--- config.mk ---
export PLATFORM = sky130hd
export DESIGN_NAME = filt_ppi_mac_sched
export DESIGN_NICKNAME = d
export VERILOG_FILES = /design/src/rtl/filt_ppi_mac_sched_pkg.sv /design/src/rtl/filt_ppi_mac_sched_cnt.sv /design/src/rtl/filt_ppi_mac_sched.sv
export SDC_FILE = /design/constraint.sdc
export NUM_CORES = 1
export LEC_CHECK = 0
export CORE_UTILIZATION = 53
export DETAILED_ROUTE_END_ITERATION = 8
export HOLD_SLACK_MARGIN = 0.12
export PLACE_DENSITY = 0.8
export SYNTH_ARGS = -nofsm -noshare
export SYNTH_HDL_FRONTEND = slang
export SYNTH_SLANG_ARGS = --single-unit
--- constraint.sdc ---
create_clock -name i_clk -period 4.85 [get_ports i_clk]
set_input_delay 1.2125 -clock i_clk [delete_from_list [all_inputs] [get_ports i_clk]]
set_output_delay 1.2125 -clock i_clk [all_outputs]
set_load 0.1 [all_outputs]
--- src/rtl/filt_ppi_mac_sched_pkg.sv ---
// Shared types and elaboration-time helpers for the polyphase interpolator MAC scheduler.
package filt_ppi_mac_sched_pkg;

  typedef enum logic [1:0] {
    ST_IDLE = 2'd0,
    ST_LOAD = 2'd1,
    ST_RUN  = 2'd2
  } state_t;

  function automatic int f_ceil_div(input int a, input int b);
    return (a + b - 1) / b;
  endfunction

  function automatic int f_width(input int n);
    return (n <= 2) ? 1 : $clog2(n);
  endfunction

  // (a - b) mod m for 0 <= a,b < m; avoids relying on a power-of-two wrap
  function automatic int f_mod_sub(input int a, input int b, input int m);
    return (a >= b) ? (a - b) : (a + m - b);
  endfunction

endpackage

--- src/rtl/filt_ppi_mac_sched_cnt.sv ---
// Modulo-M up/down counter with load, enable and a look-ahead next value / wrap flag.
module filt_ppi_sched_cnt
  import filt_ppi_mac_sched_pkg::*;
#(
  parameter int M       = 7,
  parameter int W       = 3,
  parameter int RST_VAL = 0
)(
  input  logic         i_clk,
  input  logic         i_rst,
  input  logic         i_en,
  input  logic         i_up,
  input  logic         i_load,
  input  logic [W-1:0] i_load_val,
  output logic [W-1:0] o_cnt,
  output logic [W-1:0] o_next,
  output logic         o_wrap
);

  localparam logic [W-1:0] MAX_VAL = W'(M - 1);
  localparam logic [W-1:0] RST_V   = W'(RST_VAL);

  logic [W-1:0] r_cnt;

  always_comb begin
    o_wrap = i_up ? (r_cnt == MAX_VAL) : (r_cnt == '0);
    if (i_up) o_next = o_wrap ? '0 : r_cnt + W'(1);
    else      o_next = o_wrap ? MAX_VAL : r_cnt - W'(1);
  end

  always_ff @(posedge i_clk or posedge i_rst) begin
    if (i_rst)       r_cnt <= RST_V;
    else if (i_load) r_cnt <= i_load_val;
    else if (i_en)   r_cnt <= o_next;
  end

  assign o_cnt = r_cnt;

endmodule

--- src/rtl/filt_ppi_mac_sched.sv ---
// Polyphase interpolator scheduler: one sample in, L phases x K taps of MAC strobes out.
// Optional drop counter enabled by defining FILT_PPI_MAC_SCHED_DROP_CNT_EN.
module filt_ppi_mac_sched
  import filt_ppi_mac_sched_pkg::*;
#(
  parameter int gp_interpolation_factor = 8,
  parameter int gp_coeff_length         = 53,
  parameter int gp_comm_phase           = 0,
  parameter int gp_ccw                  = 1,
  localparam int L  = gp_interpolation_factor,
  localparam int K  = f_ceil_div(gp_coeff_length, gp_interpolation_factor),
  localparam int KW = f_width(K),
  localparam int LW = f_width(L),
  localparam int CW = f_width(L * K)
)(
  input  logic          i_clk,
  input  logic          i_rst,
  input  logic          i_ena,
  input  logic          i_valid,
  output logic          o_ready,
  output logic          o_dl_we,
  output logic [KW-1:0] o_dl_addr,
  output logic [CW-1:0] o_coef_addr,
  output logic          o_mac_clr,
  output logic          o_mac_en,
  output logic          o_mac_last,
  output logic [LW-1:0] o_phase,
  output logic [15:0]   o_drop_cnt
);

  localparam logic [LW-1:0] COMM_PH = LW'(gp_comm_phase);
  localparam logic [LW-1:0] LAST_PH = LW'((gp_ccw != 0) ? (gp_comm_phase + L - 1) % L
                                                        : (gp_comm_phase + 1) % L);
  localparam logic [KW-1:0] LAST_TAP = KW'(K - 1);

  state_t        r_state;
  logic [KW-1:0] r_wr_last;
  logic          r_dl_we;
  logic [KW-1:0] r_dl_addr;
  logic [CW-1:0] r_coef_addr;
  logic          r_mac_clr;
  logic          r_mac_en;
  logic          r_mac_last;
  logic [LW-1:0] r_phase;

  logic [KW-1:0] w_tap, w_tap_next;
  logic          w_tap_wrap;
  logic [LW-1:0] w_phase, w_phase_next;
  logic          w_phase_wrap;
  logic [KW-1:0] w_wptr, w_wptr_next;
  logic          w_wptr_wrap;
  logic          w_run, w_load, w_done;
  logic [KW-1:0] w_iss_tap;
  logic [LW-1:0] w_iss_phase;
  logic [KW-1:0] w_rd_addr;
  logic [CW-1:0] w_coef;
  logic          w_unused_cnt;

  assign w_run  = i_ena && (r_state == ST_RUN);
  assign w_load = i_ena && (r_state == ST_LOAD);

  filt_ppi_sched_cnt #(.M(K), .W(KW), .RST_VAL(0)) u_tap_cnt (
    .i_clk      (i_clk),
    .i_rst      (i_rst),
    .i_en       (w_run),
    .i_up       (1'b1),
    .i_load     (w_load),
    .i_load_val ('0),
    .o_cnt      (w_tap),
    .o_next     (w_tap_next),
    .o_wrap     (w_tap_wrap)
  );

  filt_ppi_sched_cnt #(.M(L), .W(LW), .RST_VAL(gp_comm_phase)) u_phase_cnt (
    .i_clk      (i_clk),
    .i_rst      (i_rst),
    .i_en       (w_run && w_tap_wrap),
    .i_up       (gp_ccw != 0),
    .i_load     (w_load),
    .i_load_val (COMM_PH),
    .o_cnt      (w_phase),
    .o_next     (w_phase_next),
    .o_wrap     (w_phase_wrap)
  );

  filt_ppi_sched_cnt #(.M(K), .W(KW), .RST_VAL(0)) u_wptr_cnt (
    .i_clk      (i_clk),
    .i_rst      (i_rst),
    .i_en       (w_load),
    .i_up       (1'b1),
    .i_load     (1'b0),
    .i_load_val ('0),
    .o_cnt      (w_wptr),
    .o_next     (w_wptr_next),
    .o_wrap     (w_wptr_wrap)
  );

  assign w_unused_cnt = ^{w_phase_wrap, w_wptr_next, w_wptr_wrap, w_tap == LAST_TAP};

  // Outputs are registered, so they are computed from the tap/phase the counters step to
  always_comb begin
    w_iss_tap   = w_tap_next;
    w_iss_phase = w_tap_wrap ? w_phase_next : w_phase;
    if (r_state == ST_LOAD) begin
      w_iss_tap   = '0;
      w_iss_phase = COMM_PH;
    end
    w_rd_addr = KW'(f_mod_sub(int'(r_wr_last), int'(w_iss_tap), K));
    w_coef    = CW'(int'(w_iss_phase) * K + int'(w_iss_tap));
    w_done    = (r_state == ST_RUN) && w_tap_wrap && (w_phase == LAST_PH);
  end

  always_ff @(posedge i_clk or posedge i_rst) begin
    if (i_rst) begin
      r_state     <= ST_IDLE;
      r_wr_last   <= '0;
      r_dl_we     <= 1'b0;
      r_dl_addr   <= '0;
      r_coef_addr <= '0;
      r_mac_clr   <= 1'b0;
      r_mac_en    <= 1'b0;
      r_mac_last  <= 1'b0;
      r_phase     <= COMM_PH;
    end else if (!i_ena) begin
      r_dl_we    <= 1'b0;
      r_mac_clr  <= 1'b0;
      r_mac_en   <= 1'b0;
      r_mac_last <= 1'b0;
    end else begin
      r_dl_we    <= 1'b0;
      r_mac_clr  <= 1'b0;
      r_mac_en   <= 1'b0;
      r_mac_last <= 1'b0;
      case (r_state)
        ST_IDLE: begin
          if (i_valid) begin
            r_state   <= ST_LOAD;
            r_dl_we   <= 1'b1;
            r_dl_addr <= w_wptr;
            r_wr_last <= w_wptr;
          end
        end
        ST_LOAD, ST_RUN: begin
          if (w_done) begin
            r_state <= ST_IDLE;
          end else begin
            r_state     <= ST_RUN;
            r_dl_addr   <= w_rd_addr;
            r_coef_addr <= w_coef;
            r_phase     <= w_iss_phase;
            r_mac_en    <= 1'b1;
            r_mac_clr   <= (w_iss_tap == '0);
            r_mac_last  <= (w_iss_tap == LAST_TAP);
          end
        end
        default: r_state <= ST_IDLE;
      endcase
    end
  end

  assign o_ready     = (r_state == ST_IDLE);
  assign o_dl_we     = r_dl_we;
  assign o_dl_addr   = r_dl_addr;
  assign o_coef_addr = r_coef_addr;
  assign o_mac_clr   = r_mac_clr;
  assign o_mac_en    = r_mac_en;
  assign o_mac_last  = r_mac_last;
  assign o_phase     = r_phase;

`ifdef FILT_PPI_MAC_SCHED_DROP_CNT_EN
  logic [15:0] r_drop_cnt;

  always_ff @(posedge i_clk or posedge i_rst) begin
    if (i_rst)
      r_drop_cnt <= 16'd0;
    else if (i_ena && i_valid && !o_ready && (r_drop_cnt != 16'hFFFF))
      r_drop_cnt <= r_drop_cnt + 16'd1;
  end

  assign o_drop_cnt = r_drop_cnt;
`else
  assign o_drop_cnt = 16'd0;
`endif

endmodule

==> impl_metrics.py <==
metrics = {
    "outcome": {
        "status": "complete, no violations",
    },
    "synth": {
        "ys_warn_count": 0,
        "syn-cell-area_um2": 2056,
        "synth.top_cell.area_share": 0.3652,
        "ys_seq_elements": 30,
        "async_flop_share": 1.000,
        "seq_area_frac_synth": 0.3652,
        "syn_area_per_cell_um2": 10.28,
        "syn_inst": 200,
        "synth_flop_cell": "dfrtp_1",
        "synth_edf_count": 0,
        "synth_cell_types": 47,
        "synth_area_leaders": "dfrtp_1 37%, ha_1 12%, fa_1 5.8%, buf_4 5.8%, mux2_2 3.8%",
        "yosys.area.top_type": "dfrtp_1",
    },
    "clock_network": {
        "cts_max_level": 2,
        "cts_resized": 0,
        "cts_setup_buffers": 0,
        "ctsLongestPathBuffers": 2,
        "cts_sinks": 30,
        "cts_tree": "built",
        "clock_latency_ps": 280,
        "hold_buffers": 0,
        "cts_buffers": 5,
        "cts-root-buf": "clkbuf_8",
        "clk_pin_slew_ps": 60,
    },
    "finish": {
        "area_delta_synth_final_pct": 13.03,
        "drive_gt1_frac": 0.08597,
        "fin_util": 0.6299,
        "nets": 250,
        "n_antenna_cell": 0,
    },
    "detailed_routing": {
        "drt_iter0_markers": 65,
        "drtAntennaViolNets": 0,
        "drt_wl_total_um": 3545,
        "first_pass_iters": 5,
        "wl_per_cell_um": 13.18,
        "vias_per_cell": 5.301,
        "via_count": 1426,
        "drcViolationCount": 0,
    },
    "place": {
        "dp_hpwl_um": 2577,
        "place.port_buffers": 20,
        "gp_congestion": 0.8464,
    },
    "critical_path": {
        "path_cells": "ha_1 > ha_1 > nor2_1 > mux2i_1 > nor2_1 > fa_1 > fa_1 > fa_1 > a21o_1 > a21oi_1 > xor2_1 > o21ai_0",
        "crit_end": "o_coef_addr[5]",
        "critPathMaxFanout": 5,
        "cp-start-kind": "register",
        "reg2reg_setup_slack_ps": 1210,
        "reg2reg_depth": 12,
        "r2r_start": "u_phase_cnt.o_cnt[0]",
        "path_class": "reg2reg",
        "slowest_stage": "fa_1",
        "crit_start": "u_phase_cnt.o_cnt[0]",
        "worstPathArrival_ps": 3790,
        "timing.rr.end": "o_coef_addr[5]",
        "worstPathRequired_ps": 5000,
        "end_kind": "register",
        "cp_common_cell": "fa_1",
        "cpPeakStageDelay_ps": 540,
    },
    "sta": {
        "timing.slew.headroom": 0.3444,
        "finalCritPeriodShare": 0.7503,
        "final_hold_viol_count": 0,
        "setup-violations-final": 0,
        "worst_slew_pin_slew_ps": 980.4,
        "fin_hold_ws_ps": 482.9,
        "fin_crit_ps": 3639,
        "finalSetupTns_ps": 0,
        "fmax_mhz": 274.8,
        "slew_viol_final": 0,
        "fin_skew_ps": 6.703,
        "rsz0062_at_grt": "false",
    },
    "global_routing": {
        "grt_first_pass_wirelength_um": 5809,
        "grt_pass1_vias": 1292,
        "gr-total-overflow": 0,
        "grt_start_max_net_pins": 31,
        "grt_antenna_before_repair": 0,
        "globalRouteTotalUtil": 0.1876,
    },
    "floorplanning": {
        "die_y_um": 64.28,
        "coreArea_um2": 3689,
        "start_util": 0.5573,
        "dieArea_um2": 4132,
        "dieWidth_um": 64.28,
        "rows": 22,
        "boundaryPins": 37,
    },
    "min_path": {
        "hold_class": "reg2reg",
        "whs_path_depth": 2,
    },
    "run": {
        "cap_violations": 0,
    },
}
-- how the worst min path moves through the flow --
| stage | startpoint | to | slack, ps |
|---|---|---|---|
| floorplan | u_phase_cnt.o_cnt[2] | u_phase_cnt.o_cnt[2] | 460 |
| global placement | o_coef_addr[3] | o_coef_addr[3] | 470 |
| detailed placement | o_coef_addr[5] | o_coef_addr[5] | 480 |
| CTS | o_coef_addr[5] | o_coef_addr[5] | 490 |
| global route | o_dl_addr[2] | o_dl_addr[2] | 510 |
| finish | o_coef_addr[5] | o_coef_addr[5] | 480 |
-- registers in the layout, indices dropped and copies added (netlist names) --
name	cells
r_wr_last	3
o_dl_addr	3
u_tap_cnt.o_cnt	3
o_dl_we	1
u_wptr_cnt.o_cnt	3
u_phase_cnt.o_cnt	3
o_mac_en	1
o_phase	3
o_coef_addr	6
o_mac_last	1
r_state	2
o_mac_clr	1
-- logic make-up after synthesis --
kind of cell | synth area share
AO/OA/AOI/OAI | 0.1510
XOR/XNOR | 0.01705
adder cells (fa/ha/maj) | 0.1802
buffers and inverters | 0.1156
flip-flops | 0.3652
multiplexers | 0.07243
other | 0.001824
AND/OR/NAND/NOR | 0.09678
-- layout make-up --
| type | instances | area [µm²] |
|---|---|---|
| sequential | 30 | 750.7 |
| clock buffer | 7 | 76.32 |
| inverter | 20 | 75.07 |
| fill | 325 | 1365 |
| timing repair buffer | 21 | 207.7 |
| tap | 48 | 60.06 |
| multi-input combinational | 142 | 1124 |
| clock inverter | 1 | 30.03 |
-- synth_stat cells (2+ instances only) --
cell	instances
dfrtp_1	30
ha_1	20
inv_1	20
buf_4	16
nor2_1	11
nand2_1	10
o21ai_0	10
a21oi_1	7
mux2_2	7
fa_1	6
a31oi_1	5
a21o_1	4
mux2i_1	4
a211o_1	3
clkbuf_1	3
o22ai_1	3
xor2_1	3
a211oi_1	2
a32o_1	2
and2_1	2
buf_6	2
mux2_4	2
nand2b_1	2
nand3b_1	2
nor4b_1	2
-- critical path: cells and delay by family, from the launching register on --
| family | cells | cell delay (ps) |
|---|---|---|
| multiplexers | 1 | 90 |
| flip-flops | 1 | 410 |
| XOR/XNOR | 1 | 150 |
| AO/OA/AOI/OAI | 3 | 430 |
| adder cells (fa/ha/maj) | 5 | 1960 |
| AND/OR/NAND/NOR | 2 | 470 |
-- metal layers --
metal	GRT usage	up-vias	wire, µm
met5	0	-	0
li1	-	704	-
met4	0.1083	0	80
met3	0.03393	7	154
met1	0.2526	675	1706
met2	0.2816	40	1603
-- stage by stage --
step	cells	setup WS, ps	area (µm²)
floorplan	215	1434	2112
global placement	261	1296	2217
detailed placement	261	1239	2217
CTS	269	1218	2323
global route	269	1027	2323
finish	269	1211	2323
-- placed cells by master, fill, tap and decap left out, types with 2 or more instances in the layout --
| cell type | count |
|---|---|
| nor4b_1 | 2 |
| conb_1 | 16 |
| xor2_1 | 3 |
| a21o_1 | 4 |
| nor2_1 | 11 |
| a211o_1 | 3 |
| nand2b_1 | 2 |
| clkbuf_1 | 2 |
| mux2_4 | 2 |
| a31oi_1 | 5 |
| inv_1 | 20 |
| a211oi_1 | 2 |
| dfrtp_1 | 30 |
| o21ai_0 | 10 |
| mux2_2 | 7 |
| a21oi_1 | 7 |
| nand3b_1 | 2 |
| nand2_1 | 10 |
| clkbuf_8 | 5 |
| o22ai_1 | 3 |
| a32o_1 | 2 |
| and2_1 | 2 |
| clkdlybuf4s50_1 | 20 |
| ha_1 | 20 |
| fa_1 | 6 |
| mux2i_1 | 4 |
Power is left out: the tool's default activity adds up to more than one toggle a clock period on the data nets, which glitch-free logic cannot reach.
